==> src/rtl/i_sram_like_responder_if.sv <==
// i_sram_like_responder_if: dual-issue instruction fetch sram-like bus
interface i_sram_like_responder_if;
  logic        inst_req;
  logic        inst_wr;
  logic [1:0]  inst_size;
  logic [31:0] inst_addr;
  logic [31:0] inst_wdata;
  logic        inst_addr_ok;
  logic        inst_data_ok1;
  logic        inst_data_ok2;
  logic [31:0] inst_rdata1;
  logic [31:0] inst_rdata2;
  modport master (
    output inst_req, inst_wr, inst_size, inst_addr, inst_wdata,
    input  inst_addr_ok, inst_data_ok1, inst_data_ok2, inst_rdata1, inst_rdata2
  );
  modport slave (
    input  inst_req, inst_wr, inst_size, inst_addr, inst_wdata,
    output inst_addr_ok, inst_data_ok1, inst_data_ok2, inst_rdata1, inst_rdata2
  );
endinterface

==> src/rtl/i_sram_like_responder.sv <==
// i_sram_like_responder: single-outstanding fetch responder returning one or two words from a sync RAM
module i_sram_like_responder #(
  parameter int ADDR_W  = 12,
  parameter int LATENCY = 0
) (
  input  logic                  clk,
  input  logic                  rst,
  input  logic                  addr_hold,
  i_sram_like_responder_if.slave bus,
  output logic                  mem_en,
  output logic [ADDR_W-1:0]     mem_addr,
  input  logic [31:0]           mem_rdata
);
  typedef enum logic [2:0] {IDLE, WAIT, RD0, RD1, RD2, RESP} state_t;
  state_t state, state_nx;
  logic [ADDR_W-1:0] w0, w0_nx;
  logic pair, pair_nx, wr, wr_nx, ok1, ok2, accept, unused;
  logic [7:0] cnt;
  logic [31:0] rdata1, rdata2;
  assign accept = state == IDLE && bus.inst_req && !addr_hold;
  assign bus.inst_addr_ok = accept;
  assign bus.inst_data_ok1 = ok1;
  assign bus.inst_data_ok2 = ok2;
  assign bus.inst_rdata1 = rdata1;
  assign bus.inst_rdata2 = rdata2;
  assign unused = ^{bus.inst_size, bus.inst_wdata, bus.inst_addr[31:ADDR_W+2], bus.inst_addr[1:0]};
  // Request fields as they will be after this edge, so outputs can be registered from next state
  assign w0_nx = accept ? bus.inst_addr[ADDR_W+1:2] : w0;
  assign pair_nx = accept ? !bus.inst_addr[2] && !bus.inst_wr : pair;
  assign wr_nx = accept ? bus.inst_wr : wr;
  always_comb begin
    state_nx = state;
    case (state)
      IDLE:    if (accept) state_nx = LATENCY > 0 ? WAIT : wr_nx ? RESP : RD0;
      WAIT:    if (cnt == 8'd1) state_nx = wr ? RESP : RD0;
      RD0:     state_nx = RD1;
      RD1:     state_nx = pair ? RD2 : RESP;
      RD2:     state_nx = RESP;
      default: state_nx = IDLE;
    endcase
  end
  always_ff @(posedge clk or negedge rst)
    if (!rst) begin
      state    <= IDLE;
      w0       <= '0;
      pair     <= 1'b0;
      wr       <= 1'b0;
      cnt      <= '0;
      ok1      <= 1'b0;
      ok2      <= 1'b0;
      rdata1   <= '0;
      rdata2   <= '0;
      mem_en   <= 1'b0;
      mem_addr <= '0;
    end else begin
      state    <= state_nx;
      w0       <= w0_nx;
      pair     <= pair_nx;
      wr       <= wr_nx;
      cnt      <= accept ? 8'(LATENCY) : state == WAIT ? cnt - 8'd1 : cnt;
      ok1      <= state_nx == RESP;
      ok2      <= state_nx == RESP && pair_nx;
      mem_en   <= state_nx == RD0 || (state_nx == RD1 && pair_nx);
      mem_addr <= state_nx == RD0 ? w0_nx : state_nx == RD1 && pair_nx ? {w0_nx[ADDR_W-1:1], 1'b1} : mem_addr;
      if (state == RD1) rdata1 <= mem_rdata;
      if (state == RD2) rdata2 <= mem_rdata;
    end
endmodule

==> src/flat_wrapper.sv <==
// flat-port wrapper written by rule: the top's interface ports become plain ports
module i_sram_like_responder_flat 
#(
  parameter int ADDR_W  = 12,
  parameter int LATENCY = 0
)
  (clk, rst, addr_hold, mem_en, mem_addr, mem_rdata, bus_inst_req, bus_inst_wr, bus_inst_size, bus_inst_addr, bus_inst_wdata, bus_inst_addr_ok, bus_inst_data_ok1, bus_inst_data_ok2, bus_inst_rdata1, bus_inst_rdata2);
  i_sram_like_responder_if bus_i ();
  input  logic clk;
  input  logic rst;
  input  logic addr_hold;
  output logic mem_en;
  output logic [ADDR_W-1:0] mem_addr;
  input  logic [31:0] mem_rdata;
  input wire logic [$bits(bus_i.inst_req)-1:0] bus_inst_req;
  input wire logic [$bits(bus_i.inst_wr)-1:0] bus_inst_wr;
  input wire logic [$bits(bus_i.inst_size)-1:0] bus_inst_size;
  input wire logic [$bits(bus_i.inst_addr)-1:0] bus_inst_addr;
  input wire logic [$bits(bus_i.inst_wdata)-1:0] bus_inst_wdata;
  output wire logic [$bits(bus_i.inst_addr_ok)-1:0] bus_inst_addr_ok;
  output wire logic [$bits(bus_i.inst_data_ok1)-1:0] bus_inst_data_ok1;
  output wire logic [$bits(bus_i.inst_data_ok2)-1:0] bus_inst_data_ok2;
  output wire logic [$bits(bus_i.inst_rdata1)-1:0] bus_inst_rdata1;
  output wire logic [$bits(bus_i.inst_rdata2)-1:0] bus_inst_rdata2;
  assign bus_i.inst_req = bus_inst_req;
  assign bus_i.inst_wr = bus_inst_wr;
  assign bus_i.inst_size = bus_inst_size;
  assign bus_i.inst_addr = bus_inst_addr;
  assign bus_i.inst_wdata = bus_inst_wdata;
  assign bus_inst_addr_ok = bus_i.inst_addr_ok;
  assign bus_inst_data_ok1 = bus_i.inst_data_ok1;
  assign bus_inst_data_ok2 = bus_i.inst_data_ok2;
  assign bus_inst_rdata1 = bus_i.inst_rdata1;
  assign bus_inst_rdata2 = bus_i.inst_rdata2;
  i_sram_like_responder #(.ADDR_W(ADDR_W), .LATENCY(LATENCY)) u_core (.clk(clk), .rst(rst), .addr_hold(addr_hold), .bus(bus_i), .mem_en(mem_en), .mem_addr(mem_addr), .mem_rdata(mem_rdata));
endmodule
==> config.mk <==
export PLATFORM = sky130hd
export DESIGN_NAME = i_sram_like_responder_flat
export DESIGN_NICKNAME = d
export VERILOG_FILES = /design/src/rtl/i_sram_like_responder_if.sv /design/src/rtl/i_sram_like_responder.sv /design/src/flat_wrapper.sv
export SDC_FILE = /design/constraint.sdc
export NUM_CORES = 1
export LEC_CHECK = 0
export BUFFER_PORTS_ARGS = -buffer_cell sky130_fd_sc_hd__buf_2
export CAP_MARGIN = 20
export CELL_PAD_IN_SITES_DETAIL_PLACEMENT = 1
export CELL_PAD_IN_SITES_GLOBAL_PLACEMENT = 2
export CORE_MARGIN = 2
export CORE_UTILIZATION = 33
export CTS_BUF_LIST = sky130_fd_sc_hd__clkbuf_8
export CTS_CLUSTER_SIZE = 24
export DETAILED_ROUTE_END_ITERATION = 8
export PLACE_DENSITY = 0.85
export SYNTH_ARGS = -nofsm -noshare
export SYNTH_HDL_FRONTEND = slang
export SYNTH_SLANG_ARGS = --single-unit
==> constraint.sdc <==
create_clock -name clk -period 5.2 [get_ports clk]
set_input_delay 0.52 -clock clk [delete_from_list [all_inputs] [get_ports clk]]
set_output_delay 0.52 -clock clk [all_outputs]
set_load 0.01 [all_outputs]
==> metrics.md, run 1 <==
| Metric | Value |
|---|---|
| Initial antenna violation count | 0 |
| Post-Syn Nets | 397 |
| Crit path from | u_core.state[2] |
| Crit-path slowest cell | or4_1 |
| Hold Buf Count CTS | 0 |
| FFs w/ async S/R, synth | 100.0% |
| RSZ-0062 raised after global routing | no |
| Worst hold path class | in2async |
| Top cell type's share of synthesized area | 63.86% |
| CTS root buffer | clkbuf_8 |
| CP Data Required Time | between 5 and 6 ns |
| CTS sink cnt | 104 |
| M1 WL | 3684 um |
| Minimum clock period | between 3 and 4 ns |
| Final Max Slew Viols | 0 |
| CTS tree | built |
| Largest cells by area after synthesis | dfrtp_1 (64%), mux2_2 (18%), nand2_1 (3.9%) |
| NetSw | 1136 uW |
| Vias per cell | approximately 4.7 |
| Io pins | between 150 and 200 |
| Global-route wire length before repair | 14,970 um |
| Met2 WL | 4579 um |
| Die width | 115.1 um |
| Worst VDD drop | approximately 0.30 mV |
| WL final | 9342 um |
| Cell Pwr Density | 646.9 nW/um2 |
| Initial Utilization | 33.93% |
| Initial DRT Pass Iterations | 4 |
| Ys flop type | dfrtp_1 |
| Hpwl dp | around 6600 um |
| Max-slew headroom | 41.41% |
| Layout cells sized above 1 | 53.04% |
| Total CTS buffers | 9 |
| Peak per-stage delay on the critical path | 0.84 ns |
| Worst skew pair latency | 0.38 ns |
| Type of the worst setup path | reg2reg |
| First DRT Iteration DRCs | 71 |
| Post-Synthesis Mean Instance Area | between 10 and 15 um2 |
| Internal Power | around 2200 uW |
| Reg2reg start | u_core.state[2] |
| Vias in the first global route | ~3,100 |
| Max Cap Viol | 0 |
| Power, Total | 3323 uW |
| Port bufs | about 130 |
| Total track usage | 14.88% |
| # diodes | 0 |
| Total number of vias | roughly 2,700 |
| Post-synthesis sequential area ratio | about 64% |
| Skew final | between 0.006 and 0.007 ns |
| Uppermost layer routed | met4 |
| Crit-path max FO | 22 |
| Combinational power share | 38.9% |
| Die area | 13,250 um2 |
| Core Footprint | 12,010 um2 |
| Final setup viols | 0 |
| Worst-margin pin slew | 0.8787 ns |
| Clock power frac | between 10% and 20% |
| Post_cts resized | 0 |
| Detailed-route DRC error count | 0 |
| Fill cells | between 1,000 and 1,500 |
| Most area-hungry cell type in the Yosys netlist | dfrtp_1 |
| Critical path cell sequence | or4_1, inv_1, buf_4, mux2_2, o21ai_2, mux2_1 |
| Hold Vio Cnt, Final | 0 |
| Pin count of the biggest net entering global routing | 66 |
| Die Ht | ~120 um |
| Mapped cell area | 4075 um2 |
| Leakage | 0.002577 uW |
| Fin Setup TNS | 0 ns |
| Hold WS | 0.2154 ns |
| Final #Nets | 528 |
| Cell Rows | 40 |
| Crit path DAT | 3.58 ns |
| Fin crit share | 63.70% |
| Post-synthesis cell count | ~300 |
| Post-CTS Repair Setup Buffers | 0 |
| Reg power frac | between 40% and 50% |
| Switching Share | 34.19% |
| Status | completed |
| Crit end category | flip-flop |
| H-tree levels | 3 |
| FF+latch count, synth | 104 |
| Remaining antenna violation count | 0 |
| Startpoint types | flip-flop |
| Wirelength per Cell | 16.25 um |
| Gpl congestion | approximately 0.74 |
| Met3 wire length | 948 um |
| Total grt overflow | 0 |
| Clk slew on worst S/H paths | 0.10 ns |
| Count of cell types in the netlist | 32 |
| Syn. warnings | 0 |
| Number of synthesized flops with an enable pin | 0 |
| Highest Clock Rate | 301.9 MHz |
| Max clock buf depth | 2 |
| Layout area overhead | 26.07% |
## power groups by stage
stage,logic [uW],registers (uW),clock network (uW)
6_report,1290,1410,620
5_1_grt,1430,1470,670
4_1_cts,1330,1420,642
3_5_place_dp,1320,1430,0
3_3_place_gp,1270,1410,0
2_1_floorplan,667,1550,0
## layer usage
metal,track usage (%),up-vias
met2,24.94,91
met1,16.13,1379
met3,7.960,11
met4,5.060,0
li1,-,1247
met5,0,-
## cells in the mapped netlist (all sizes together), types with 4 or more instances
cell / number
buf: 4
nor3b: 4
nor3: 4
clkbuf: 8
dfrtp: 104
inv: 8
nand2: 42
nor2: 10
o21ai: 5
mux2: 76
## final timing paths
kind / to / slack [ns] / depth (start not counted)
max: u_core.mem_addr[2] / 1.89 / 6
min: u_core.bus.inst_rdata2[9] / 0.22 / 1
max reg2reg: u_core.mem_addr[2] / 1.89 / 6
min reg2reg: u_core.w0[2] / 0.48 / 2
max in group asynchronous: u_core.cnt[2] / 3.94 / 2
min in group clk: u_core.w0[6] / 0.35 / 3
## critical path: cells and delay by family, from the launching register on
family / cells / cell delay [ns]
AND/OR/NAND/NOR: 1 / 0.84
multiplexers: 2 / 0.79
AO/OA/AOI/OAI: 1 / 0.69
flip-flops: 1 / 0.45
buffers and inverters: 2 / 0.42
## through the flow
stage | cells | utilization [%] | area [um2] | setup WS [ns]
floorplan | 292 | - | 4075 | 2.781
detailed placement | 559 | 40.67 | 4885 | 1.611
finish | 575 | 42.77 | 5137 | 1.888
global route | 575 | 42.77 | 5137 | 1.660
global placement | 559 | 40.67 | 4885 | 1.678
CTS | 575 | 42.77 | 5137 | 1.786
## flip-flops by register name, indices dropped and copies added, names as in the netlist
| signal | cells |
|---|---|
| u_core.cnt | 8 |
| u_core.pair | 1 |
| u_core.mem_addr | 12 |
| u_core.w0 | 12 |
| u_core.state | 3 |
| u_core.bus.inst_rdata2 | 32 |
| u_core.bus.inst_data_ok1 | 1 |
| u_core.bus.inst_data_ok2 | 1 |
| u_core.bus.inst_rdata1 | 32 |
| u_core.wr | 1 |
| u_core.mem_en | 1 |
## final cells by class
cell class | count | area [um2] | area share (%)
inverter | 8 | 30.03 | 0.5845
clock inverter | 6 | 115.1 | 2.241
tap | 147 | 183.9 | 3.580
multi-input combinational | 168 | 1395 | 27.16
sequential | 104 | 2603 | 50.66
timing repair buffer | 132 | 673.1 | 13.10
clock buffer | 10 | 137.6 | 2.679
## cell families (layout without fill, tap and decap cells)
kind of cell,after synthesis,in the layout,synth area share (%)
xor+xnor,5,5,1.075
fa+ha+maj,2,2,0.6140
mux,77,77,21.98
compound gates,12,12,2.242
simple gates,72,72,8.198
flops,104,104,63.86
buf+inv,20,156,2.026
## placed cells by master, fill, tap and decap left out, types with 3 or more instances in the layout
cell / netlist / routed
nand2b_1: 3 / 3
clkbuf_8: 0 / 10
mux2_2: 65 / 65
nor2_1: 10 / 10
mux2_1: 3 / 3
buf_2: 0 / 127
xnor2_1: 3 / 3
nand2_1: 42 / 42
bufinv_16: 0 / 3
dfrtp_1: 104 / 104
nor3_1: 4 / 4
mux2_4: 8 / 8
inv_1: 8 / 8
o21ai_0: 3 / 3
buf_4: 0 / 5
nor3b_1: 4 / 3
(Power assumes the default switching activity.)
==> run 2: changes to the inputs <==
ABC_AREA = 1   (was not set)
CORE_UTILIZATION = 28   (was 33)
PLACE_DENSITY = 0.8   (was 0.85)
clock period = 3.5 ns   (was 5.2 ns; I/O delays follow)
==> metrics.md, run 2 <==
| Metric | Value |
|---|---|
| Hold Buf Count CTS | 0 |
| Global-route wire length before repair | 18,480 um |
| Fin Setup TNS | 0 ns |
| Port bufs | approximately 130 |
| Reg2Reg Depth | 7 |
| Hold Vio Cnt, Final | 0 |
| Worst hold path class | in2async |
| Post-route cell area | 5229 um2 |
| Largest cells by area after synthesis | dfrtp_1 (61%), nand2_1 (12%), o21ai_0 (5.3%) |
| RSZ-0062 raised after global routing | no |
| DP Area | 5015 um2 |
| Cell Pwr Density | roughly 900 nW/um2 |
| Crit path DAT | 1.80 ns |
| FF+latch count, synth | 104 |
| Total grt overflow | 0 |
| Setup ws final | approximately 1.3 ns |
| CTS tree | built |
| Delay-heaviest family, CP | flip-flops |
| Status | completed |
| Die area | 16,180 um2 |
| Count of cell types in the netlist | 26 |
| Max Cap Viol | 0 |
| WL final | roughly 11,000 um |
| Core Footprint | 15,030 um2 |
| Final #Nets | 678 |
| Cell Rows | 45 |
| Worst VDD drop | 0.3321 mV |
| Power, Total | between 4000 and 5000 uW |
| Final Max Slew Viols | 0 |
| Top cell type's share of synthesized area | about three fifths |
| Fin crit share | 61.55% |
| H-tree levels | 3 |
| Hpwl dp | 7426 um |
| Total number of vias | ~3,400 |
| Layout cells sized above 1 | 30.10% |
| Minimum clock period | 2.154 ns |
| Crit end category | output port |
| Post-Syn Nets | 555 |
| Syn. warnings | 0 |
| CTS root buffer | clkbuf_8 |
| Wirelength per Cell | 14.01 um |
| Peak per-stage delay on the critical path | 0.50 ns |
| Worst-margin pin slew | 0.7883 ns |
| Post-synthesis cell count | 450 |
| Clk slew on worst S/H paths | 0.10 ns |
| Ys flop type | dfrtp_1 |
| Layout area overhead | 23.06% |
| Total track usage | 14.25% |
| Initial antenna violation count | 0 |
| Critical path cell sequence | nor2_4, nand3_4, inv_6, buf_2 |
| Remaining antenna violation count | 0 |
| First DRT Iteration DRCs | 143 |
| Initial Utilization | around 28% |
| Most common cell after layout, fill and taps aside | nand2_1 |
| Type of the worst setup path | reg2out |
| Skew final | about 0.013 ns |
| Vias per cell | 4.452 |
| Final setup viols | 0 |
| Die width | 127.2 um |
| Detailed-route DRC error count | 0 |
| Worst skew pair latency | 0.37 ns |
| Total CTS buffers | 9 |
| Post-Synthesis Mean Instance Area | ~9.4 um2 |
| CTS sink cnt | 104 |
| Io pins | 183 |
| Reg-to-reg endpoint | u_core.mem_addr[0] |
| Most frequent cell after synthesis | nand2_1 |
| Post-CTS Repair Setup Buffers | 0 |
| Startpoint types | flip-flop |
| Most area-hungry cell type in the Yosys netlist | dfrtp_1 |
| Number of synthesized flops with an enable pin | 0 |
| Post_cts resized | 0 |
| CP Data Required Time | 3.15 ns |
| Commonest cells after routing, fill and taps aside | nand2_1 (137), buf_2 (127), dfrtp_1 (104), inv_1 (48), o21ai_0 (45) |
| Pin count of the biggest net entering global routing | 65 |
| Mapped cell area | 4249 um2 |
| Initial DRT Pass Iterations | 4 |
| Crit-path slowest cell | dfrtp_1 |
| Leakage | between 0.002 and 0.003 uW |
| Setup WS pre-CTS | 1.557 ns |
| Highest Clock Rate | 464.2 MHz |
| Max-slew headroom | about 47% |
| Post-synthesis sequential area ratio | between 60 and 70% |
| FFs w/ async S/R, synth | 100.0% |
| R2r setup slk | 1.64 ns |
| Die Ht | between 100 and 150 um |
| Bufs and invs on worst path | 2 |
| Synth top cells by count | nand2_1 (138), dfrtp_1 (104), inv_1 (48) |
| Crit-path max FO | 21 |
| Gpl congestion | 0.7339 |
| Vias in the first global route | 3,702 |
| Reg2reg start | u_core.state[1] |
| # diodes | 0 |
| Max clock buf depth | 2 |
[run 2: cell count changes after synthesis, moves of 5 or more]
cell and delta:
o21ai_0 +42, buf_2 +10, nand2_2 +11, inv_1 +40, mux2_4 -8, nand3_1 +6
mux2_2 -65, o21ai_1 +27, clkbuf_1 -5, nand2_1 +96, nand4_1 +12
[run 2: worst max-delay path by stage]
stage                                endpoint  slack [ns]  cells after the start            start
after global routing         bus_inst_addr_ok        1.20                      4  u_core.state[1]
final                        bus_inst_addr_ok        1.35                      4  u_core.state[1]
after floorplan           u_core.mem_addr[10]        2.17                      8    u_core.cnt[1]
after global placement     u_core.mem_addr[0]        1.58                      8        addr_hold
after CTS                    bus_inst_addr_ok        1.29                      4  u_core.state[1]
after detailed placement   u_core.mem_addr[0]        1.56                      8        addr_hold
[run 2: metrics by stage]
stage | utilization [%] | hold slack [ns] | cells
after floorplan | - | 0.05441 | 450
after global placement | 33.36 | 0.4605 | 749
after detailed placement | 33.36 | 0.4711 | 749
after CTS | 34.65 | 0.07620 | 765
after global routing | 34.78 | 0.1068 | 766
final | 34.78 | 0.06648 | 766
[run 2: cell families after synthesis]
logic type,synth area share [%]
compound gates,9.099
simple gates,21.20
buf+inv,7.862
flops,61.25
fa+ha+maj,0.5888
[run 2: power by group]
group	leakage [uW]	internal [uW]	switching [uW]
Clock	0.0000994	331	420
Sequential	0.00128	1770	316
Combinational	0.00149	696	1090
Total	0.00287	2790	1830
[run 2: per-layer routing]
| layer | track usage [%] | part of all wire (%) | routed length, um | vias up |
|---|---|---|---|---|
| met5 | 0 | 0 | 0 | - |
| met4 | 5.301 | 1.7 | 180 | 0 |
| met3 | 4.858 | 7.2 | 778 | 12 |
| met2 | 23.40 | 46 | 4984 | 96 |
| met1 | 17.47 | 45 | 4788 | 1644 |
| li1 | - | - | - | 1658 |
[run 2: layout make-up]
type	instances	area [um2]
multi-input cells	275	1315
fillers	1792	9804
clock buffers	9	123.9
repair buffers	132	685.7
well taps	188	235.2
inverters	51	196.4
clock inverters	7	70.07
flip-flops and latches	104	2603
